File: config.mk
export PLATFORM = sky130hd
export DESIGN_NAME = multi_channel_timestamper
export DESIGN_NICKNAME = d
export VERILOG_FILES = /design/src/rtl/multi_channel_timestamper.sv
export SDC_FILE = /design/constraint.sdc
export NUM_CORES = 1
export LEC_CHECK = 0
export CORE_UTILIZATION = 55
export CTS_CLUSTER_SIZE = 12
export DETAILED_ROUTE_END_ITERATION = 16
export GPL_ROUTABILITY_DRIVEN = 0
export PLACE_DENSITY = 0.78
export SKIP_CTS_REPAIR_TIMING = 1
export SYNTH_ARGS = -nofsm -noshare
export SYNTH_HDL_FRONTEND = slang
export SYNTH_SLANG_ARGS = --single-unit
export TNS_END_PERCENT = 20
File: constraint.sdc
create_clock -name clk_ref_i -period 14.5 [get_ports clk_ref_i]
set_clock_uncertainty 0.05 [all_clocks]
set_input_delay 2.9 -clock clk_ref_i [delete_from_list [all_inputs] [get_ports clk_ref_i]]
set_output_delay 2.9 -clock clk_ref_i [all_outputs]
set_load 0.1 [all_outputs]
File: src/rtl/multi_channel_timestamper.sv
// multi_channel_timestamper: timestamps per-channel triggers against a UTC/coarse time base, RR-arbitrated into a shared FWFT FIFO
module multi_channel_timestamper #(
  parameter int g_num_channels = 4,
  parameter int g_frac_bits = 12,
  parameter int g_coarse_max = 125000000,
  parameter int g_utc_bits = 32,
  parameter int g_fifo_depth = 16
) (
  input  logic clk_ref_i,
  input  logic rst_i,
  input  logic [g_num_channels-1:0] enable_i,
  input  logic [g_num_channels-1:0] trig_p_i,
  input  logic [g_num_channels*g_frac_bits-1:0] frac_i,
  input  logic utc_load_i,
  input  logic [g_utc_bits-1:0] utc_value_i,
  input  logic ovf_clr_i,
  output logic tag_valid_o,
  input  logic tag_ready_i,
  output logic [2:0] tag_channel_o,
  output logic [g_utc_bits-1:0] tag_utc_o,
  output logic [27:0] tag_coarse_o,
  output logic [g_frac_bits-1:0] tag_frac_o,
  output logic [$clog2(g_fifo_depth):0] fifo_level_o,
  output logic [g_num_channels-1:0] overflow_o,
  output logic [g_utc_bits-1:0] cntr_utc_o,
  output logic [27:0] cntr_coarse_o
);
  localparam int N = g_num_channels;
  localparam int FB = g_frac_bits;
  localparam int UB = g_utc_bits;
  localparam int AW = $clog2(g_fifo_depth);
  localparam int LW = AW + 1;
  localparam int TW = UB + 28 + FB;
  localparam int FW = 3 + TW;
  logic [27:0] coarse;
  logic [UB-1:0] utc;
  logic [N-1:0] stg_v, gnt, cap, ovf, ovf_set;
  logic [TW-1:0] stg_tag [N];
  logic [7:0] stg_v8;
  logic [2:0] rr, gnt_idx;
  logic [3:0] idx;
  logic found, gnt_any, pop, full, space, valid;
  logic [TW-1:0] push_tag;
  logic [LW-1:0] level;
  logic [AW-1:0] wp, rp;
  logic [FW-1:0] mem [g_fifo_depth];
  logic [FW-1:0] head;
  always_ff @(posedge clk_ref_i)
    if (rst_i) begin
      coarse <= '0;
      utc <= '0;
    end else if (utc_load_i) begin
      utc <= utc_value_i;
      coarse <= '0;
    end else if (coarse == 28'(g_coarse_max - 1)) begin
      coarse <= '0;
      utc <= utc + UB'(1);
    end else
      coarse <= coarse + 28'd1;
  assign valid = level != '0;
  assign full = level == LW'(g_fifo_depth);
  assign pop = valid & tag_ready_i;
  assign space = !full | pop;
  assign stg_v8 = 8'(stg_v);
  always_comb begin
    found = 1'b0;
    gnt_idx = rr;
    idx = '0;
    for (int k = N; k >= 1; k--) begin
      idx = {1'b0, rr} + 4'(k);
      idx = (idx >= 4'(N)) ? idx - 4'(N) : idx;
      if (stg_v8[idx[2:0]]) begin
        found = 1'b1;
        gnt_idx = idx[2:0];
      end
    end
    gnt_any = found & space;
  end
  assign gnt = gnt_any ? N'(1) << gnt_idx : '0;
  always_comb begin
    push_tag = '0;
    for (int c = 0; c < N; c++)
      if (gnt[c]) push_tag = stg_tag[c];
  end
  assign cap = trig_p_i & enable_i & (~stg_v | gnt);
  assign ovf_set = trig_p_i & enable_i & stg_v & ~gnt;
  always_ff @(posedge clk_ref_i)
    if (rst_i) begin
      stg_v <= '0;
      ovf <= '0;
      rr <= 3'(N - 1);
    end else begin
      if (gnt_any) rr <= gnt_idx;
      ovf <= (ovf & {N{!ovf_clr_i}}) | ovf_set;
      for (int c = 0; c < N; c++)
        if (cap[c]) stg_v[c] <= 1'b1;
        else if (gnt[c]) stg_v[c] <= 1'b0;
    end
  always_ff @(posedge clk_ref_i)
    for (int c = 0; c < N; c++)
      if (cap[c]) stg_tag[c] <= {utc, coarse, frac_i[c*FB +: FB]};
  always_ff @(posedge clk_ref_i)
    if (rst_i) begin
      wp <= '0;
      rp <= '0;
      level <= '0;
    end else begin
      if (gnt_any) wp <= wp + AW'(1);
      if (pop) rp <= rp + AW'(1);
      level <= level + LW'(gnt_any) - LW'(pop);
    end
  always_ff @(posedge clk_ref_i)
    if (gnt_any) mem[wp] <= {gnt_idx, push_tag};
  assign head = valid ? mem[rp] : '0;
  assign tag_valid_o = valid;
  assign tag_channel_o = head[FW-1 -: 3];
  assign tag_utc_o = head[TW-1 -: UB];
  assign tag_coarse_o = head[FB+27 -: 28];
  assign tag_frac_o = head[FB-1:0];
  assign fifo_level_o = level;
  assign overflow_o = ovf;
  assign cntr_utc_o = utc;
  assign cntr_coarse_o = coarse;
endmodule

Word level (Yosys, flattened, before mapping)
Memory sizes are Yosys's and may differ from the RTL's. A register that Yosys moved wholly into a read port is not among the register bits. Index checks and enable logic that the tools add are counted. Widths: inputs -> output; s select.

Register bits after elaboration: 84. Bits in writable memories: 1488. Output and inout port bits: 145. Memories kept: 2.

Memory list: mem (words 16, bits a word 75, rd ports 1, clocked after memory_dff 1, write ports 1, RTL line 46) `logic [FW-1:0] mem [g_fifo_depth];`; stg_tag (words 4, bits a word 72, rd ports 4, clocked after memory_dff 0, write ports 4, RTL line 38) `logic [TW-1:0] stg_tag [N];`.

Add/subtract/negate cells: 14. Order comparisons: 8. Eq/ne operators: 2. Shifts and indexed selects: 1. Muxes and demuxes: 48. Bitwise gates (word level): 12. Reduce and logical (&&, ||, !) cells: 9.

Operator list (count): $mux 72 (4); $mux 75 (1); $mux 32 (2); $add 32x1->32 const B (1); $add 28x1->28 const B (1); $eq 28x27->1 const B (1); $mux 1 (26); $mux 3 (8); $and 4x4->4 (5); $ge 4x3->1 const B (4); $lt 3x4->1 const B (4); $bmux 1 s3 (4); $mux 4 (3); $sub 3x3->3 const B (4); $reduce_bool 2->1 (5); $add 3x2->4 const B (2); $add 4x1->4 const B (2); $not 4->4 (2); $or 4x4->4 (2); $add 5x1->5 (1); $eq 5x5->1 const B (1); $reduce_bool 5->1 (1); $sub 5x1->5 (1); $add 3x1->4 const B (1); other kinds (6) (8).

Logic depth before layout (Yosys ltp)
Depth in word-level cells: 15. Mapped depth: 18.

Worst setup path before layout
No wires, ideal clock.

Path type: input port to flip-flop. Start: input tag_ready_i. End: memory mem[0][0] (netlist name), enable pin. Setup time: 0.693 ns. Data arrival time: 10.615 ns. Data required time: 13.757 ns. Setup slack: 3.142 ns. Stages: 5. Cell sequence: nand4b_1 -> o21a_1 -> buf_2 -> clkinv_2 -> nor4_1.

Word-level cells in the longest chain between the ends: 5.

RTL lines: from (decl) (RTL line 18) `input logic tag_ready_i,`; $and 1x1->1 (RTL line 62) `assign pop = valid & tag_ready_i;`; $or 1x1->1 (RTL line 63) `assign space = !full | pop;`; $and 1x1->1 (RTL line 77) `gnt_any = found & space;`; $mux 1 (RTL line 113) `if (gnt_any) mem[wp] <= {gnt_idx, push_tag};`; $mux 1 (not written as such) (RTL line 113); to (decl) (RTL line 46).

No other way between the ends.

==> results.md <==
- Setup repair after global routing left no endpoint under its margin.
- The clock tree from TritonCTS is yes.
- The tool flagged a number of max-cap violations equal to 2.
- The portion of total power attributed to combinational logic is 0.366.
- The number of global-route vias before repair is 32800.
- The routed wire length is 154200 um.
- The largest vdd supply drop is 0.2571 mV.
- The cell area after synthesis is 0.06059 mm2.
- The root buffer cell is sky130_fd_sc_hd__clkbuf_16.
- The CTS sink count is 1576.
- Once layout is done, the placed cells without fillers occupy 0.06927 mm2.
- The achievable frequency is 0.1131 GHz.
- The maximum number of pins on one net before global-route repair is 191.
- Of the total power, registers draw 0.414.
- The cell total after placement is 4494.
- The share of the clock period used by the worst path is 0.6097.
- For the finished layout, the period the worst path requires is 8840 ps.
- The worst endpoint required time is 11550 ps.
- The leakage power figure is 21.57 nW.
- The library cell occupying the most area in the post-synthesis netlist is sky130_fd_sc_hd__edfxtp_1.
- In the layout the commonest cells are sky130_fd_sc_hd__edfxtp_1, sky130_fd_sc_hd__mux4_2, sky130_fd_sc_hd__clkdlybuf4s50_1, sky130_fd_sc_hd__clkbuf_16, sky130_fd_sc_hd__nor2_1.
- The detailed router finished its first iteration with 4674 violations.
- The first TritonRoute pass finished after 8 iterations.
- The chip height is 333.9 um.
- The worst hold path begins at wp[1].
- The worst slew slack as a fraction of its limit is -0.03154.
- Of all nets on the critical path, the largest fanout is 50.
- After detailed placement, the total cell area comes to 0.06469 mm2.
- Synthesis produced a netlist with a net count of 3050.
- STA classifies the critical path endpoint as an output pin.
- The number of setup violations in the final report is 0.
- The number of synthesized flops with an enable pin is 1488.
- The cell-internal power is 10.50 mW.
- The share of synthesized area in the top cell type comes to 0.7375.
- Along the worst hold path, the cell count comes to 2.
- During I/O placement, the number of pins put on the boundary was 238.
- The worst register-to-register path begins at rr[0].
- The clock-pin slew on the worst setup and hold paths is 60 ps.
- The number of hold-slack violations in the final timing report came to 0.
- Of the cells placed in the final design, the portion with a size suffix greater than 1 is 0.2104.
- The remaining number of nets flagged by the antenna check after routing is 0.
- The area growth from synthesis to layout is 14.33%.
- The number of buffers inserted during clock tree synthesis is 157.
- The maximum root-to-sink buffer count is 3.
- Across all register-to-register paths, the minimum setup slack is 8730 ps.
- For the worst setup path, the data arrival time is 5890 ps.
- The share of flip-flops with an asynchronous set or reset is 0.
- Yosys attributes the largest share of cell area to sky130_fd_sc_hd__edfxtp_1, sky130_fd_sc_hd__mux4_2, sky130_fd_sc_hd__dfxtp_1.
- The number of pins exceeding their max-slew limit in the final report is 17.
- The most common cell after layout, fill and taps aside is sky130_fd_sc_hd__edfxtp_1.
- The clock latency of the later-clocked register in the worst-skew pair is 780 ps.
- The final-layout fill cell count is 6969.
- The placed wire-length estimate after detailed placement is 78810 um.
- The synthesized netlist cell count is 2941.
- The number of vias per cell is 6.642.
- The remaining design rule violation count is 0.
- The class of the tightest hold or removal check is reg2reg.
- The number of antenna violations at the first check in global routing came to 4.
- The number of different library cells used by synthesis comes to 68.
- The die span in x is 333.9 um.
- The kind of start point of the critical path is a register.
- The share of synthesized area occupied by flip-flops and latches is 0.7666.
- Dividing the detail-routed wire length by the instance count gives 32.41 um.
- Measured in cells, the most critical reg-to-reg path has a length of 10.
- Across every metal layer, demand over resource in global routing totals 0.2799.
- In this run the tool buffered the top-level ports with 237 buffer cells.
- In the synthesized netlist the dominant register cell turns out to be sky130_fd_sc_hd__edfxtp_1.
- The clock tree synthesis step divided the H-tree into 4 levels.
- After the last flow step, the layout net total stands at 3348.
- The first global-routing pass estimated 222800 um of wire.
- At the pin with the least slew margin, the transition time is 1542 ps.
- The aggregate global routing overflow is 0.
- The endpoint with the worst hold slack is wp[1].
- The endpoint of the worst-slack reg-to-reg timing path is mem[10][40].
- In this run, synthesis produced a sequential element count of 1576.
- Summed over all nets, the switching power comes to 6.408 mW.
- The run finished, with violations left.
- The power per unit of standard cell area is 244.1 mW/mm2.
- The row count is 121.
- The share of total power in the clock network is 0.219.
- After synthesis, the mean cell area works out to 20.60 um2.
- For this configuration, the core starts out at a cell density of 0.5558.
- The critical path is of the reg2out type.
- The total area inside the core boundary comes to 0.1090 mm2.
- During synthesis, Yosys emitted a total of 0 warnings.
- The setup TNS is 0 ps.
- The area of the die is 0.1115 mm2.
- Excluding fillers, the count of instances in the completed layout stands at 4756.
- The routed layout has 31590 vias.
- The checks that failed: capacitance limit, slew limit.
- Of the total power, the share spent switching nets is 0.3790.
[cells in the mapped netlist, types with 15 or more instances]
cell,count
sky130_fd_sc_hd__a21oi_1,30
sky130_fd_sc_hd__a221oi_2,19
sky130_fd_sc_hd__a31oi_1,49
sky130_fd_sc_hd__and2_1,86
sky130_fd_sc_hd__buf_1,28
sky130_fd_sc_hd__buf_2,34
sky130_fd_sc_hd__clkbuf_1,87
sky130_fd_sc_hd__dfxtp_1,88
sky130_fd_sc_hd__edfxtp_1,1488
sky130_fd_sc_hd__ha_1,15
sky130_fd_sc_hd__inv_1,22
sky130_fd_sc_hd__mux4_2,377
sky130_fd_sc_hd__nand2_1,104
sky130_fd_sc_hd__nand3_1,74
sky130_fd_sc_hd__nand4_1,23
sky130_fd_sc_hd__nor2_1,148
sky130_fd_sc_hd__o21ai_0,54
sky130_fd_sc_hd__o22ai_1,21
sky130_fd_sc_hd__xnor2_1,34
sky130_fd_sc_hd__xor2_1,30
[worst max path at each step]
stage	endpoint	slack (ps)	cells after the start
final	tag_utc_o[23]	5660	6
after global routing	tag_utc_o[23]	5250	6
after CTS	tag_utc_o[23]	5430	6
after detailed placement	tag_utc_o[23]	6290	6
after global placement	tag_utc_o[15]	6430	6
after floorplan	mem[0][0]	3140	5
[cell families after synthesis]
group	share of synthesized area
flip-flops	0.7666
AND/OR/NAND/NOR	0.04190
multiplexers	0.1423
XOR/XNOR	0.009252
buffers and inverters	0.01318
adder cells (fa/ha/maj)	0.003428
AO/OA/AOI/OAI	0.02332
[through the flow]
step           hold slack, ps  utilization  total power [mW]  setup WS [ps]
2_1_floorplan           431.7            -             11.21           3142
3_3_place_gp            440.8       0.5934             12.87           6426
3_5_place_dp            470.2       0.5934             13.15           6288
4_1_cts                 475.7       0.6352             16.87           5434
5_1_grt                 511.2       0.6354             17.38           5249
6_report                480.9       0.6355             16.91           5660
[worst max-delay path, cell delays in order, from the launching register on]
cell                              delay [ps]
sky130_fd_sc_hd__dfxtp_4                1050
sky130_fd_sc_hd__buf_4                   930
sky130_fd_sc_hd__buf_4                   770
sky130_fd_sc_hd__mux4_2                  620
sky130_fd_sc_hd__mux4_2                  480
sky130_fd_sc_hd__and2_1                  230
sky130_fd_sc_hd__clkdlybuf4s50_1         980
[flip-flops by register name, indices dropped and copies added (netlist names), named ones only]
name	flops
mem	1200
stg_tag	288
cntr_utc_o	32
cntr_coarse_o	28
fifo_level_o	5
overflow_o	4
rp	4
stg_v	4
wp	4
rr	3
[area by class of cell]
cell class	count	area [um2]	share of cell area
tap	1414	1769	0.02554
sequential	1576	46460	0.6707
clock inverter	34	284.0	0.004100
timing repair buffer	298	2850	0.04115
clock buffer	227	4264	0.06156
antenna	1	2.502	0.00003613
inverter	24	92.59	0.001337
multi-input combinational	1182	13550	0.1956
[routing by layer]
| layer | GRT usage | vias to the layer above | routed length, um | part of all wire |
|---|---|---|---|---|
| met5 | 0 | - | 0 | 0 |
| met4 | 0.1016 | 0 | 4935 | 0.032 |
| met3 | 0.06326 | 284 | 18410 | 0.12 |
| met2 | 0.4480 | 2230 | 75180 | 0.49 |
| met1 | 0.3811 | 16460 | 55630 | 0.36 |
| li1 | - | 12620 | - | - |
[power by group through the flow]
stage / registers (mW) / clock network [mW] / logic (mW)
floorplan: 7.10 / 0 / 4.11
global placement: 7.03 / 0 / 5.83
detailed placement: 7.08 / 0 / 6.07
CTS: 7.01 / 3.73 / 6.13
global route: 7.04 / 3.90 / 6.44
finish: 7.00 / 3.71 / 6.19
(Power assumes the default switching activity.)
